File: config.mk
export PLATFORM = sky130hd
export DESIGN_NAME = replay_fifo
export DESIGN_NICKNAME = d
export VERILOG_FILES = /design/src/rtl/replay_fifo_pkg.sv /design/src/rtl/replay_fifo_mem.sv /design/src/rtl/replay_fifo.sv
export SDC_FILE = /design/constraint.sdc
export NUM_CORES = 1
export LEC_CHECK = 0
export ABC_AREA = 0
export CAP_MARGIN = 0
export CORE_UTILIZATION = 35
export CTS_CLUSTER_DIAMETER = 30
export CTS_CLUSTER_SIZE = 24
export DETAILED_ROUTE_END_ITERATION = 6
export DONT_BUFFER_PORTS = 1
export GPL_ROUTABILITY_DRIVEN = 0
export RECOVER_POWER = 50
export SYNTH_ARGS = -nofsm -noshare
export SYNTH_HDL_FRONTEND = slang
export SYNTH_SLANG_ARGS = --single-unit
File: constraint.sdc
create_clock -name Clk -period 6.1 [get_ports Clk]
set_input_delay 0.305 -clock Clk [delete_from_list [all_inputs] [get_ports Clk]]
set_output_delay 0.305 -clock Clk [all_outputs]
set_load 0.1 [all_outputs]
File: src/rtl/replay_fifo_pkg.sv
// Shared defaults and helpers for the replay FIFO: pointer distance and replay-counter width.
package replay_fifo_pkg;

    localparam int unsigned RF_DATA_W_DEF     = 16;
    localparam int unsigned RF_DEPTH_DEF      = 8;
    localparam int unsigned RF_MAX_REPLAY_DEF = 3;

    // Modulo distance between two wrap-bit pointers of ptr_w bits.
    function automatic logic [31:0] ptr_dist(input logic [31:0] a,
                                             input logic [31:0] b,
                                             input int unsigned ptr_w);
        logic [31:0] mask;
        mask = (32'd1 << ptr_w) - 32'd1;
        return (a - b) & mask;
    endfunction

    // Bits needed to hold a replay counter that saturates at max_v.
    function automatic int unsigned replay_cnt_w(input int unsigned max_v);
        int unsigned w;
        if (max_v < 32'd1) begin
            w = 32'd1;
        end else begin
            w = $clog2(max_v + 32'd1);
        end
        return w;
    endfunction

endpackage

File: src/rtl/replay_fifo_mem.sv
// Simple dual-port RAM for replay_fifo: synchronous write, registered read port
// whose output register is cleared by the synchronous active-low reset.
module replay_fifo_mem #(
    parameter int unsigned DATA_W = 16,
    parameter int unsigned ADDR_W = 3
) (
    input  logic              i_clk,
    input  logic              i_rst_n,
    input  logic              i_we,
    input  logic [ADDR_W-1:0] i_waddr,
    input  logic [DATA_W-1:0] i_wdata,
    input  logic              i_re,
    input  logic [ADDR_W-1:0] i_raddr,
    output logic [DATA_W-1:0] o_rdata
);

    localparam int unsigned DEPTH = 1 << ADDR_W;

    logic [DATA_W-1:0] r_mem [DEPTH];
    logic [DATA_W-1:0] r_rdata;

    // Storage array write; contents survive reset.
    always_ff @(posedge i_clk) begin
        if (i_we) begin
            r_mem[i_waddr] <= i_wdata;
        end
    end

    // Registered read data, holds its value when no read is issued.
    always_ff @(posedge i_clk) begin
        if (!i_rst_n) begin
            r_rdata <= {DATA_W{1'b0}};
        end else if (i_re) begin
            r_rdata <= r_mem[i_raddr];
        end else begin
            r_rdata <= r_rdata;
        end
    end

    assign o_rdata = r_rdata;

endmodule

File: src/rtl/replay_fifo.sv
// FIFO that keeps read entries until ACKed and can rewind reads with REPLAY.
// Optional sticky OVF/UDF error ports are enabled by defining REPLAY_FIFO_ERR_FLAGS_EN.
module replay_fifo
    import replay_fifo_pkg::*;
#(
    parameter int unsigned DATA_W     = RF_DATA_W_DEF,
    parameter int unsigned DEPTH      = RF_DEPTH_DEF,
    parameter int unsigned MAX_REPLAY = RF_MAX_REPLAY_DEF
) (
    input  logic                     Clk,
    input  logic                     Rst,
    input  logic                     EN,
    input  logic                     WR,
    input  logic [DATA_W-1:0]        dataIn,
    input  logic                     RD,
    input  logic                     ACK,
    input  logic                     REPLAY,
    output logic [DATA_W-1:0]        dataOut,
    output logic                     dataValid,
    output logic                     EMPTY,
    output logic                     FULL,
    output logic [$clog2(DEPTH):0]   PEND_CNT,
    output logic [$clog2(DEPTH):0]   UNACK_CNT,
`ifdef REPLAY_FIFO_ERR_FLAGS_EN
    output logic                     REPLAY_ERR,
    output logic                     OVF,
    output logic                     UDF
`else
    output logic                     REPLAY_ERR
`endif
);

    localparam int unsigned ADDR_W = $clog2(DEPTH);
    localparam int unsigned PTR_W  = ADDR_W + 1;
    localparam int unsigned RC_W   = replay_cnt_w(MAX_REPLAY);

    logic [PTR_W-1:0] r_wr_ptr;
    logic [PTR_W-1:0] r_rd_ptr;
    logic [PTR_W-1:0] r_ack_ptr;
    logic [RC_W-1:0]  r_replay_cnt;
    logic             r_replay_err;
    logic             r_data_valid;

    logic [PTR_W-1:0] w_wr_ptr_nxt;
    logic [PTR_W-1:0] w_rd_ptr_nxt;
    logic [PTR_W-1:0] w_ack_ptr_nxt;
    logic [RC_W-1:0]  w_rc_base;
    logic [RC_W-1:0]  w_replay_cnt_nxt;
    logic             w_replay_err_nxt;

    logic [PTR_W-1:0] w_pend;
    logic [PTR_W-1:0] w_unack;
    logic [PTR_W-1:0] w_used;
    logic             w_empty;
    logic             w_full;
    logic             w_wr_ok;
    logic             w_rd_ok;
    logic             w_ack_ok;
    logic             w_replay;

    // Occupancy is derived from the start-of-cycle pointers only.
    assign w_pend  = PTR_W'(ptr_dist(32'(r_wr_ptr), 32'(r_rd_ptr),  PTR_W));
    assign w_unack = PTR_W'(ptr_dist(32'(r_rd_ptr), 32'(r_ack_ptr), PTR_W));
    assign w_used  = PTR_W'(ptr_dist(32'(r_wr_ptr), 32'(r_ack_ptr), PTR_W));
    assign w_empty = (r_rd_ptr == r_wr_ptr);
    assign w_full  = (w_used == PTR_W'(DEPTH));

    // A replay takes precedence over a same-cycle read.
    assign w_wr_ok  = EN & WR  & ~w_full;
    assign w_ack_ok = EN & ACK & (w_unack != {PTR_W{1'b0}});
    assign w_replay = EN & REPLAY;
    assign w_rd_ok  = EN & RD  & ~w_empty & ~REPLAY;

    // Next pointer values; the rewind target includes a same-cycle ACK.
    always_comb begin
        w_wr_ptr_nxt  = r_wr_ptr;
        w_ack_ptr_nxt = r_ack_ptr;
        w_rd_ptr_nxt  = r_rd_ptr;
        if (w_wr_ok) begin
            w_wr_ptr_nxt = r_wr_ptr + PTR_W'(1'b1);
        end else begin
            w_wr_ptr_nxt = r_wr_ptr;
        end
        if (w_ack_ok) begin
            w_ack_ptr_nxt = r_ack_ptr + PTR_W'(1'b1);
        end else begin
            w_ack_ptr_nxt = r_ack_ptr;
        end
        if (w_replay) begin
            w_rd_ptr_nxt = w_ack_ptr_nxt;
        end else if (w_rd_ok) begin
            w_rd_ptr_nxt = r_rd_ptr + PTR_W'(1'b1);
        end else begin
            w_rd_ptr_nxt = r_rd_ptr;
        end
    end

    // Replay counter: ACK progress clears it first, then a replay counts or trips the error.
    always_comb begin
        w_rc_base        = r_replay_cnt;
        w_replay_cnt_nxt = r_replay_cnt;
        w_replay_err_nxt = r_replay_err;
        if (w_ack_ok) begin
            w_rc_base = {RC_W{1'b0}};
        end else begin
            w_rc_base = r_replay_cnt;
        end
        if (w_replay) begin
            if (w_rc_base == RC_W'(MAX_REPLAY)) begin
                w_replay_cnt_nxt = w_rc_base;
                w_replay_err_nxt = 1'b1;
            end else begin
                w_replay_cnt_nxt = w_rc_base + RC_W'(1'b1);
                w_replay_err_nxt = r_replay_err;
            end
        end else begin
            w_replay_cnt_nxt = w_rc_base;
            w_replay_err_nxt = r_replay_err;
        end
    end

    // Pointer, counter and flag state with synchronous active-low reset.
    always_ff @(posedge Clk) begin
        if (!Rst) begin
            r_wr_ptr     <= {PTR_W{1'b0}};
            r_rd_ptr     <= {PTR_W{1'b0}};
            r_ack_ptr    <= {PTR_W{1'b0}};
            r_replay_cnt <= {RC_W{1'b0}};
            r_replay_err <= 1'b0;
            r_data_valid <= 1'b0;
        end else begin
            r_wr_ptr     <= w_wr_ptr_nxt;
            r_rd_ptr     <= w_rd_ptr_nxt;
            r_ack_ptr    <= w_ack_ptr_nxt;
            r_replay_cnt <= w_replay_cnt_nxt;
            r_replay_err <= w_replay_err_nxt;
            r_data_valid <= w_rd_ok;
        end
    end

    replay_fifo_mem #(
        .DATA_W (DATA_W),
        .ADDR_W (ADDR_W)
    ) u_mem (
        .i_clk   (Clk),
        .i_rst_n (Rst),
        .i_we    (w_wr_ok),
        .i_waddr (r_wr_ptr[ADDR_W-1:0]),
        .i_wdata (dataIn),
        .i_re    (w_rd_ok),
        .i_raddr (r_rd_ptr[ADDR_W-1:0]),
        .o_rdata (dataOut)
    );

`ifdef REPLAY_FIFO_ERR_FLAGS_EN
    logic r_ovf;
    logic r_udf;

    // Sticky overflow/underflow flags, cleared only by reset.
    always_ff @(posedge Clk) begin
        if (!Rst) begin
            r_ovf <= 1'b0;
            r_udf <= 1'b0;
        end else begin
            r_ovf <= r_ovf | (EN & WR & w_full);
            r_udf <= r_udf | (EN & ((RD & w_empty & ~REPLAY) |
                                    (ACK & (w_unack == {PTR_W{1'b0}}))));
        end
    end

    assign OVF = r_ovf;
    assign UDF = r_udf;
`endif

    assign dataValid  = r_data_valid;
    assign EMPTY      = w_empty;
    assign FULL       = w_full;
    assign PEND_CNT   = w_pend;
    assign UNACK_CNT  = w_unack;
    assign REPLAY_ERR = r_replay_err;

endmodule
Yosys cells after proc, flatten, opt, wreduce, memory -nomap -nowiden
Memory sizes are Yosys's and may differ from the RTL's. A register that Yosys moved wholly into a read port is not among the register bits.
Index checks and enable logic that the tools add are counted.
- memory bits (writable): 128
- bits in latches: 0
- memories: 1
- logic and storage cells: 40
- register bits: 16
- output and inout bits: 28
- memory bits (read-only): 0
- memory list (memory ; words ; width ; rd ports ; clocked after Yosys merged registers in ; write ports ; RTL line ; source):
    u_mem.r_mem ; 8 ; 16 ; 1 ; 1 ; 1 ; replay_fifo_mem.sv:19 ; logic [DATA_W-1:0] r_mem [DEPTH];
- multipliers: 0
- magnitude comparators: 0
- reductions and logical operators: 4
- bitwise operators: 11
- shift-type cells: 0
- div/mod/pow operators: 0
- eq/ne operators: 3
- add/sub/neg operators: 7
- mux-type cells: 8
- operator list (kind ; count):
    $add A4 B1 Y4 const B ; 3
    $mux W4 ; 3
    $sub A4 B4 Y4 ; 3
    $and A1 B1 Y1 ; 8
    $mux W2 ; 3
    $eq A4 B4 Y1 ; 1
    $eq A4 B4 Y1 const B ; 1
    $reduce_bool A4 Y1 ; 1
    $not A1 Y1 ; 3
    $add A2 B1 Y2 const B ; 1
    $eq A2 B2 Y1 const B ; 1
    $mux W1 ; 2
    $reduce_and A2 Y1 ; 1
    $reduce_bool A2 Y1 ; 1
    $logic_not A1 Y1 ; 1

Depth between registers and ports, before layout
Gate-level depths: netlist of run 1.
- word-level depth: 7
- depth in mapped cells: 11

By module
A second synthesis of run 1 with hierarchy kept.
- cell total of the unflattened synthesis: 439
- area, all modules: 6696.4 um2
- modules (own cells, without submodules) (module ; cells each ; times used ; area each (um2) ; sequential area each (um2)):
    replay_fifo_mem ; 306 ; 1 ; 5511.5 ; 4164.0
    replay_fifo ; 133 ; 1 ; 1184.9 ; 320.3

Least setup slack after synthesis of run 1
OpenSTA, ideal clock, no wires.
- path kind: flip-flop to output port
- start point: register r_wr_ptr[0]
- end point: output FULL
- arrival time: 3.928 ns
- buffers on the path: 0
- slack: 1.867 ns
- stages on the path, launching flop included: 6
- cells stage by stage: dfxtp_1 > inv_1 > ha_1 > nor2b_1 > xnor2_1 > nor4_1
- cells in the longest elaborated chain, start to end: 2
- RTL lines (item ; RTL line ; source):
    start: declaration ; replay_fifo.sv:37 ; logic [PTR_W-1:0] r_wr_ptr;
    start signal: assignment ; replay_fifo.sv:125 ; r_wr_ptr <= {PTR_W{1'b0}};
    start signal: assignment ; replay_fifo.sv:132 ; r_wr_ptr <= w_wr_ptr_nxt;
    $sub A4 B4 Y4 ; replay_fifo_pkg.sv:14 ; return (a - b) & mask;
    $eq A4 B4 Y1 ; replay_fifo.sv:66 ; assign w_full = (w_used == PTR_W'(DEPTH));
    end: declaration ; replay_fifo.sv:21 ; output logic FULL,
Every way passes these cells.

Worst setup path after layout of run 1
- start point: register r_rd_ptr[1]
- end point: output UNACK_CNT[3]
- cells in the longest elaborated chain, start to end: 1
- RTL lines (item ; RTL line ; source):
    start: declaration ; replay_fifo.sv:38 ; logic [PTR_W-1:0] r_rd_ptr;
    start signal: assignment ; replay_fifo.sv:126 ; r_rd_ptr <= {PTR_W{1'b0}};
    start signal: assignment ; replay_fifo.sv:133 ; r_rd_ptr <= w_rd_ptr_nxt;
    $sub A4 B4 Y4 ; replay_fifo_pkg.sv:14 ;
    end: declaration ; replay_fifo.sv:23 ; output logic [$clog2(DEPTH):0] UNACK_CNT,
Every way passes these cells.

==> summary.md, run 1 <==
| Metric | Value |
|---|---|
| Outcome | complete, but fails checks |
| Violated checks | design-rule violations |
| Post-synth EDFFs | 128 |
| WP data required | 5790 ps |
| Root Driver | clkbuf_16 |
| Vias | 3518 |
| Synth cell types | 47 |
| Crit-path max FO | 39 |
| Setup crit start kind | register |
| Hold path depth | 1 |
| Starting density of the core | 36.08% |
| TNS Setup | 0 ps |
| Nets | 466 |
| Pins Over Slew Limit | 0 |
| Hold buffer count at cts | 16 |
| Remaining Overflow, GRT | 0 |
| Ant diodes | 0 |
| DR vias/cell | 5.243 |
| Syn Nets | 437 |
| Hpwl dp | 7.373 mm |
| Clk pin slew, worst setup/hold paths | 70 ps |
| Fmax | 278.6 MHz |
| Crit path arrival time | 3280 ps |
| Drt first pass iters | 7 |
| Post-DR wirelength/cell | 19.42 um |
| Reg2Reg Depth | 5 |
| Total CTS buffers | 17 |
| Reg2Reg Capture Point | r_rd_ptr[3]$_SDFFE_PN0P_ |
| Worst Hold End | u_mem.o_rdata[14]$_SDFFE_PN0P_ |
| Synth warn | 0 |
| RSZ-0062 raised after global routing | no |
| # rows | 49 |
| Setup Fix Bufs, Post-CTS | 0 |
| Avg Cell Area, Syn | 16.43 um^2 |
| Synth top area cells | edfxtp_1, mux4_2, dfxtp_1, o211a_1, nand2_1 |
| Final setup fails | 0 |
| Largest net degree at the start of global routing | 40 |
| Power per cell area | 355.9 nW/um^2 |
| Worst rel slew slack | 12.39% |
| Synth async-reset ratio | 0% |
| Worst-Margin Slew | 1297 ps |
| Post-DRT Antenna Nets | 0 |
| Buffers on Ports | 0 |
| Core Util, Final | 42.24% |
| Maximum vdd ir drop | 0.1886 mV |
| Total power | 2.737 mW |
| Worst reg2reg startpoint | r_rd_ptr[1]$_SDFFE_PN0P_ |
| H-tree depth | 4 |
| Number of max-cap violations | 0 |
| Clk Latency, worst-skew pair | 410 ps |
| Static leakage | 2.758 nW |
| Remaining DRCs | 6 |
| Chip height | 139.0 um |
| Synth Register Bits | 160 |
| Share of cells above drive strength 1 | 21.04% |
| Io pins | 51 |
| Final hold slack | 18.30 ps |
| CP endpoint kind | primary output |
| DIE WIDTH | 139.0 um |
| Worst hold path startpoint | Rst |
| Worst min path class | primary input to register |
| TritonCTS clock tree | done |
| Skew final | 10.44 ps |
| Hold Vio Cnt, Final | 0 |
| Main synth FF type | edfxtp_1 |
| CTS Sinks | 160 |
| Crit Path Category | register to primary output |
| Yosys top cell by area | edfxtp_1 |
| Area share of the largest cell type after synthesis | 58.50% |
| Vias in the first global route | 3671 |
| Layout area overhead | 17.06% |
| Fin crit period | 3590 ps |
| Post-synthesis sequential area ratio | 68.25% |
| Die area | 19320 um^2 |
| WL final | 13.03 mm |
| Post-Syn Area | 6570 um^2 |
| # resized after CTS | 0 |
| Period utilisation layout | 58.84% |
| Antenna violations before repair | 0 |
| DRT iter0 DRCs | 267 |
| Mapped Cells | 400 |
| First-pass GRT wire length | 20.83 mm |
| Flop-to-flop setup slack | 2510 ps |
| Placeable Area | 18210 um^2 |
| Tot GR Track Use | 14.56% |
| Clock Path Buffers | 2 |
[report_power, final]
| group | total [mW] | switching [mW] | internal, mW |
|---|---|---|---|
| registers | 1.29 | 0.0824 | 1.21 |
| clock network | 1.05 | 0.411 | 0.638 |
| logic | 0.398 | 0.271 | 0.127 |
| total | 2.74 | 0.764 | 1.97 |
[worst max-delay path, stage by stage, from the launching register on]
cell and delay, ps:
dfxtp_2 1050, ha_1 380, and3b_1 170, o21ai_0 520, nand2_1 760
[metrics by stage]
step / worst slack, ps / area (um^2) / cells
5_1_grt: 2357 / 7691 / 671
3_5_place_dp: 2521 / 6944 / 622
3_3_place_gp: 2592 / 6944 / 622
6_report: 2510 / 7691 / 671
4_1_cts: 2434 / 7704 / 670
2_1_floorplan: 1867 / 6570 / 400
[placed cells by master, fill, tap and decap left out, drive strengths merged, types with 17 or more instances in the layout]
| master | synthesis | final |
|---|---|---|
| clkbuf | 11 | 22 |
| nand3 | 21 | 21 |
| edfxtp | 128 | 128 |
| mux4 | 32 | 32 |
| dfxtp | 32 | 32 |
| inv | 15 | 17 |
| o211a | 19 | 19 |
| nand2 | 41 | 41 |
| dlygate4sd3 | 0 | 17 |
[worst max-delay path by stage]
stage	start	end	slack, ps	cells after the start
finish	r_rd_ptr[1]$_SDFFE_PN0P_	UNACK_CNT[3]	2510	4
floorplan	r_wr_ptr[0]$_SDFFE_PN0P_	FULL	1870	5
CTS	r_rd_ptr[1]$_SDFFE_PN0P_	UNACK_CNT[3]	2430	4
global route	r_rd_ptr[1]$_SDFFE_PN0P_	r_rd_ptr[3]$_SDFFE_PN0P_	2360	5
detailed placement	r_rd_ptr[1]$_SDFFE_PN0P_	r_rd_ptr[3]$_SDFFE_PN0P_	2520	5
global placement	r_rd_ptr[1]$_SDFFE_PN0P_	r_rd_ptr[3]$_SDFFE_PN0P_	2590	5
[sequential cells by signal, summed over array words and instances, names as in the netlist]
register       cells
REPLAY_ERR         1
dataValid          1
r_ack_ptr          4
r_rd_ptr           4
r_replay_cnt       2
r_wr_ptr           4
u_mem.o_rdata     16
u_mem.r_mem      128
[per-layer routing]
layer | vias to the layer above | routed length (um) | track usage [%]
li1 | 1610 | - | -
met1 | 1815 | 5807 | 18.31
met2 | 80 | 6315 | 24.06
met3 | 13 | 741 | 4.006
met4 | 0 | 170 | 5.322
met5 | - | 0 | 0
[cell type report]
class,instances,area (um^2)
fill,1586,10520
sequential,160,4487
multi-input combinational,204,1974
clock buffer,21,470.5
tap,229,286.5
timing repair buffer,30,284.0
clock inverter,11,128.9
inverter,16,60.06
[synth_stat cells (all sizes together), types with 5 or more instances]
cell type / number
nor2: 8
mux4: 32
nand3: 21
and2: 5
o211a: 19
clkbuf: 11
ha: 12
buf: 9
inv: 15
xnor2: 5
xor2: 6
nand2: 41
dfxtp: 32
edfxtp: 128
[logic make-up after synthesis]
kind of cell,synth area share [%]
adder cells (fa/ha/maj),2.895
AO/OA/AOI/OAI,6.323
flip-flops,68.25
multiplexers,11.58
XOR/XNOR,1.466
AND/OR/NAND/NOR,7.275
buffers and inverters,2.209
Power figures use the tool's default switching activity.
==> run 2, diff against run 1 <==
==> constraint.sdc (replaced) <==
create_clock -name Clk -period 3.4 [get_ports Clk]
set_input_delay 0.17 -clock Clk [delete_from_list [all_inputs] [get_ports Clk]]
set_output_delay 0.17 -clock Clk [all_outputs]
set_load 0.1 [all_outputs]
==> run 2 against run 1 <==
- the run now ends clean
- final cell count increased by 2.5%
- total power increased by 85%
- final area grew 2.3%
- clock skew rose by 1.1 ps
- clock power rose by 89%
==> summary.md, run 2 (same netlist as run 1, synthesis figures left out) <==
| Metric | Value |
|---|---|
| Layout area overhead | 19.81% (was 17.06%) |
| Io pins | 51 (unchanged) |
| TNS Setup | 0 ps (unchanged) |
| Commonest non-fill, non-tap cell in the layout | edfxtp_1 (unchanged) |
| Final hold slack | 40.34 ps (was 18.30 ps) |
| Crit Path Category | register to register (was register to primary output) |
| Vias in the first global route | 3892 (was 3671) |
| WL final | 13.56 mm (was 13.03 mm) |
| Buffers on Ports | 0 (unchanged) |
| Placeable Area | 18210 um^2 (unchanged) |
| # resized after CTS | 0 (unchanged) |
| Ant diodes | 0 (unchanged) |
| Period utilisation layout | 85.33% |
| Most frequent cells in the layout | edfxtp_1, nand2_1, mux4_2 (unchanged) |
| Fin crit period | 2901 ps |
| Chip height | 139.0 um (unchanged) |
| Clk Latency, worst-skew pair | 420 ps (was 410 ps) |
| Hpwl dp | 8.747 mm (was 7.373 mm) |
| TritonCTS clock tree | done (unchanged) |
| Tot GR Track Use | 15.27% (was 14.56%) |
| Final setup fails | 0 (unchanged) |
| Antenna violations before repair | 0 (unchanged) |
| Fmax | 344.7 MHz |
| Crit-path max FO | 17 (was 39) |
| Post-DRT Antenna Nets | 0 (unchanged) |
| DR vias/cell | 5.256 (was 5.243) |
| Crit path arrival time | 3210 ps (was 3280 ps) |
| Die area | 19320 um^2 (unchanged) |
| Remaining Overflow, GRT | 0 (unchanged) |
| CTS Sinks | 160 (unchanged) |
| DIE WIDTH | 139.0 um (unchanged) |
| Static leakage | 2.872 nW (was 2.758 nW) |
| Worst reg2reg startpoint | r_rd_ptr[2]$_SDFFE_PN0P_ (was r_rd_ptr[1]$_SDFFE_PN0P_) |
| Worst rel slew slack | 22.25% (was 12.39%) |
| Total power | 5.055 mW (was 2.737 mW) |
| Largest net degree at the start of global routing | 37 (was 40) |
| Clk pin slew, worst setup/hold paths | 70 ps (about the same) |
| Vias | 3616 (was 3518) |
| # rows | 49 (unchanged) |
| Max reg flops | 128 (unchanged) |
| Drt first pass iters | 6 (was 7) |
| Setup Fix Bufs, Post-CTS | 0 (unchanged) |
| CP endpoint kind | register (was primary output) |
| Pins Over Slew Limit | 0 (unchanged) |
| Skew final | 11.51 ps (was 10.44 ps) |
| Largest Register | u_mem.r_mem (unchanged) |
| Nets | 483 (was 466) |
| First-pass GRT wire length | 21.94 mm (was 20.83 mm) |
| RSZ-0062 raised after global routing | no (unchanged) |
| Remaining DRCs | 0 (was 6) |
| Clock Path Buffers | 2 (unchanged) |
| Maximum vdd ir drop | 0.3635 mV (was 0.1886 mV) |
| Crit path from | r_rd_ptr[2]$_SDFFE_PN0P_ (was r_rd_ptr[1]$_SDFFE_PN0P_) |
| Worst-Margin Slew | 1171 ps (was 1297 ps) |
| Worst min path class | primary input to register (unchanged) |
| Total CTS buffers | 17 (unchanged) |
| Post-DR wirelength/cell | 19.71 um (was 19.42 um) |
| DRT iter0 DRCs | 267 (unchanged) |
| Setup crit start kind | register (unchanged) |
| Starting density of the core | 36.08% (unchanged) |
| Root Driver | clkbuf_16 (unchanged) |
| Outcome | completed (was complete, but fails checks) |
| WP data required | 3710 ps (was 5790 ps) |
| H-tree depth | 4 (unchanged) |
| Share of cells above drive strength 1 | 23.09% (was 21.04%) |
| Number of max-cap violations | 0 (unchanged) |
| Hold Vio Cnt, Final | 0 (unchanged) |
| Worst hold path startpoint | EN (was Rst) |
| Power per cell area | 642.2 nW/um^2 (was 355.9 nW/um^2) |
==> run 2: final cells by class <==
class / count / area, um^2
inverter: 16 / 60.06
tap: 229 / 286.5
timing repair buffer: 47 / 392.9
clock buffer: 17 / 425.4
fill: 1597 / 10340
sequential: 160 / 4487
clock inverter: 15 / 197.7
multi-input combinational: 204 / 2022
==> run 2: metrics by stage <==
stage	utilization [%]	cells	instance area, um^2	worst slack, ps
after floorplan	-	400	6601	28.87
after global placement	38.80	637	7066	795.1
after detailed placement	38.80	637	7066	700.0
after CTS	43.32	688	7889	542.5
after global routing	43.23	688	7871	226.5
final	43.23	688	7871	498.7
==> run 2: power by group <==
part | switching [mW] | internal (mW) | total [mW] | leakage [nW]
sequential | 0.129 | 2.17 | 2.29 | 1.42
clock | 0.799 | 1.18 | 1.98 | 0.306
combinational | 0.539 | 0.243 | 0.781 | 1.15
total | 1.47 | 3.59 | 5.06 | 2.87
==> run 2: worst paths after layout <==
| path | end | slack [ps] | cells past startpoint |
|---|---|---|---|
| setup / recovery | u_mem.o_rdata[14]$_SDFFE_PN0P_ | 500 | 8 |
| hold / removal | REPLAY_ERR$_SDFFE_PN0P_ | 40 | 3 |
| setup reg to reg | u_mem.o_rdata[14]$_SDFFE_PN0P_ | 500 | 8 |
| hold reg to reg | r_wr_ptr[3]$_SDFFE_PN0P_ | 530 | 2 |
==> run 2: timing repair <==
item                                    CTS  global route
hold buffers                             19             0
endpoints found under the setup margin    0             0
endpoints found under the hold margin   160             0
==> run 2: metal layers <==
| metal | part of all wire (%) | global-route usage (%) | routed length (um) | vias up |
|---|---|---|---|---|
| li1 | - | - | - | 1654 |
| met1 | 43 | 18.92 | 5864 | 1843 |
| met2 | 51 | 25.70 | 6850 | 97 |
| met3 | 4.8 | 4.213 | 648 | 22 |
| met4 | 1.5 | 5.263 | 199 | 0 |
| met5 | 0 | 0 | 0 | - |
==> run 2: worst max-delay path, cell delays in order, from the launching register on <==
cell and delay (ps):
dfxtp_1 600, clkinv_1 120, buf_4 230, ha_1 360, nand3_1 170, o21ba_1 420, clkbuf_1 510, nand3_1 200
o211a_1 170
==> run 3, diff against run 2 <==
--- a/config.mk
+++ b/config.mk
@@ -13,6 +13,7 @@
 export DETAILED_ROUTE_END_ITERATION = 6
 export DONT_BUFFER_PORTS = 1
 export GPL_ROUTABILITY_DRIVEN = 0
+export MAX_ROUTING_LAYER = met4
 export RECOVER_POWER = 50
 export SYNTH_ARGS = -nofsm -noshare
 export SYNTH_HDL_FRONTEND = slang
==> run 3 against run 2 <==
- non-clock buffer count did not move
- first-iteration DRC count rose by 0.37%
- final area did not move
- clock skew rose by 0.78 ps
- critical path depth did not move
- clock power barely moved
- clock-buffer cell count did not move
- sequential power barely moved
- register-to-register slack got worse by 20 ps
- setup slack got worse by 24 ps
- final cell count did not move
==> summary.md, run 3 (same netlist as run 1, synthesis figures left out) <==
| Metric | Value |
|---|---|
| Outcome | completed (unchanged) |
| Slowest-stage cell, CP | dfxtp_1 (unchanged) |
| DR vias/cell | 5.266 (was 5.256) |
| Power per cell area | 642.0 nW/um^2 (was 642.2 nW/um^2) |
| Clock Path Buffers | 2 (unchanged) |
| # rows | 49 (unchanged) |
| H-tree depth | 4 (unchanged) |
| Static leakage | 2.872 nW (unchanged) |
| Placed insts | 637 (unchanged) |
| Remaining DRCs | 0 (unchanged) |
| Largest Register | u_mem.r_mem (unchanged) |
| Max reg flops | 128 (unchanged) |
| Commonest non-fill, non-tap cell in the layout | edfxtp_1 (unchanged) |
| Starting density of the core | 36.08% (unchanged) |
| Crit-path max FO | 17 (unchanged) |
| Worst rel slew slack | 22.25% (about the same) |
| CTS Sinks | 160 (unchanged) |
| Root Driver | clkbuf_16 (unchanged) |
| Hold Vio Cnt, Final | 0 (unchanged) |
| Clk Latency, worst-skew pair | 420 ps (about the same) |
| TritonCTS clock tree | done (unchanged) |
| Fmax | 341.9 MHz (was 344.7 MHz) |
| Vias | 3623 (was 3616) |
| Buffers on Ports | 0 (unchanged) |
| Setup Fix Bufs, Post-CTS | 0 (unchanged) |
| Nets | 483 (unchanged) |
| Hpwl dp | 8.747 mm (unchanged) |
| Vias in the first global route | 3911 (was 3892) |
| Layout area overhead | 19.81% (unchanged) |
| Worst min path class | primary input to register (unchanged) |
| DIE WIDTH | 139.0 um (unchanged) |
| CP endpoint kind | register (unchanged) |
| Fin crit period | 2925 ps (was 2901 ps) |
| Share of cells above drive strength 1 | 23.09% (unchanged) |
| Skew final | 12.29 ps (was 11.51 ps) |
| Chip height | 139.0 um (unchanged) |
| Largest delay contributor family on the critical path | buffers and inverters (unchanged) |
| Total power | 5.054 mW (was 5.055 mW) |
| Clk pin slew, worst setup/hold paths | 70 ps (about the same) |
| Tot GR Track Use | 15.72% (was 15.27%) |
| Most frequent cells in the layout | edfxtp_1, nand2_1, mux4_2 (unchanged) |
| Number of max-cap violations | 0 (unchanged) |
| Drt first pass iters | 6 (unchanged) |
| Post-DRT Antenna Nets | 0 (unchanged) |
| Total CTS buffers | 17 (unchanged) |
| Pins Over Slew Limit | 0 (unchanged) |
| Placeable Area | 18210 um^2 (unchanged) |
| Final cell count without fillers | 688 (unchanged) |
| RSZ-0062 raised after global routing | no (unchanged) |
| Remaining Overflow, GRT | 0 (unchanged) |
| Crit path arrival time | 3240 ps (was 3210 ps) |
| Period utilisation layout | 86.03% (was 85.33%) |
| First-pass GRT wire length | 21.91 mm (was 21.94 mm) |
| Worst-Margin Slew | 1171 ps (about the same) |
| Largest net degree at the start of global routing | 37 (unchanged) |
| # resized after CTS | 0 (unchanged) |
| TNS Setup | 0 ps (unchanged) |
| Critical Path Most Common Cell | nand3_1 (unchanged) |
| Setup crit start kind | register (unchanged) |
| Maximum vdd ir drop | 0.3630 mV (was 0.3635 mV) |
| Ant diodes | 0 (unchanged) |
| WP data required | 3710 ps (about the same) |
| Io pins | 51 (unchanged) |
| Post-DR wirelength/cell | 19.76 um (was 19.71 um) |
| Antenna violations before repair | 0 (unchanged) |
| Critical-path cell list | clkinv_1, buf_4, ha_1, nand3_1, o21ba_1, clkbuf_1, nand3_1, o211a_1 (unchanged) |
| Fillers | 1597 (unchanged) |
| Crit Path Category | register to register (unchanged) |
| Final setup fails | 0 (unchanged) |
| WP buf/inv | 3 (unchanged) |
| CP max stage delay | 610 ps (was 600 ps) |
| Die area | 19320 um^2 (unchanged) |
| WL final | 13.60 mm (was 13.56 mm) |
| DRT iter0 DRCs | 268 (was 267) |
[run 3: cell counts in the layout (fill, tap and decap cells not counted)]
Identical to the previous run, type by type.
[run 3: layout make-up]
type                            instances  area, um^2  share of cell area [%]
Timing Repair Buffer                   47       392.9                   4.991
Multi-Input combinational cell        204        2022                   25.69
Sequential cell                       160        4487                   57.00
Tap cell                              229       286.5                   3.640
Inverter                               16       60.06                  0.7630
Clock buffer                           17       425.4                   5.405
Clock inverter                         15       197.7                   2.512
[run 3: stage by stage]
step	utilization (%)	setup WS (ps)	hold WS [ps]	area [um^2]
global route	43.23	226.5	55.90	7871
CTS	43.32	542.5	24.68	7889
floorplan	-	28.87	268.9	6601
detailed placement	38.80	700.0	269.1	7066
global placement	38.80	795.1	269.2	7066
finish	43.23	475.1	38.56	7871
[run 3: timing repair]
| action | in CTS | in global routing |
|---|---|---|
| endpoints found under the setup margin | 0 | 0 |
| hold buffers | 19 | 0 |
| endpoints found under the hold margin | 160 | 0 |
[run 3: metal layers]
metal | vias up | wire [um] | track usage [%]
met3 | 17 | 652 | 4.178
met4 | 0 | 173 | 5.263
met1 | 1852 | 5907 | 18.90
met2 | 101 | 6862 | 25.68
met5 | - | 0 | -
li1 | 1653 | - | -
[run 3: worst reg2reg max path, delay by kind of cell (launching register included)]
family	cells	cell delay [ps]
and+or+nand+nor	2	370
AOI/OAI and AO/OA	2	590
DFF	1	610
buffers and inverters	3	880
adders and majority gates	1	360
[run 3: final timing paths]
| kind | slack, ps | endpoint | depth (start not counted) | start |
|---|---|---|---|---|
| hold / removal | 40 | REPLAY_ERR$_SDFFE_PN0P_ | 3 | EN |
| setup / recovery | 480 | u_mem.o_rdata[14]$_SDFFE_PN0P_ | 8 | r_rd_ptr[2]$_SDFFE_PN0P_ |
| setup reg to reg | 480 | u_mem.o_rdata[14]$_SDFFE_PN0P_ | 8 | r_rd_ptr[2]$_SDFFE_PN0P_ |
| hold reg to reg | 530 | r_wr_ptr[3]$_SDFFE_PN0P_ | 2 | r_wr_ptr[3]$_SDFFE_PN0P_ |
[run 3: power by group]
| group | switching (mW) | internal, mW | total, mW |
|---|---|---|---|
| sequential | 0.129 | 2.17 | 2.29 |
| combinational | 0.538 | 0.243 | 0.781 |
| clock | 0.797 | 1.18 | 1.98 |
| total | 1.46 | 3.59 | 5.05 |
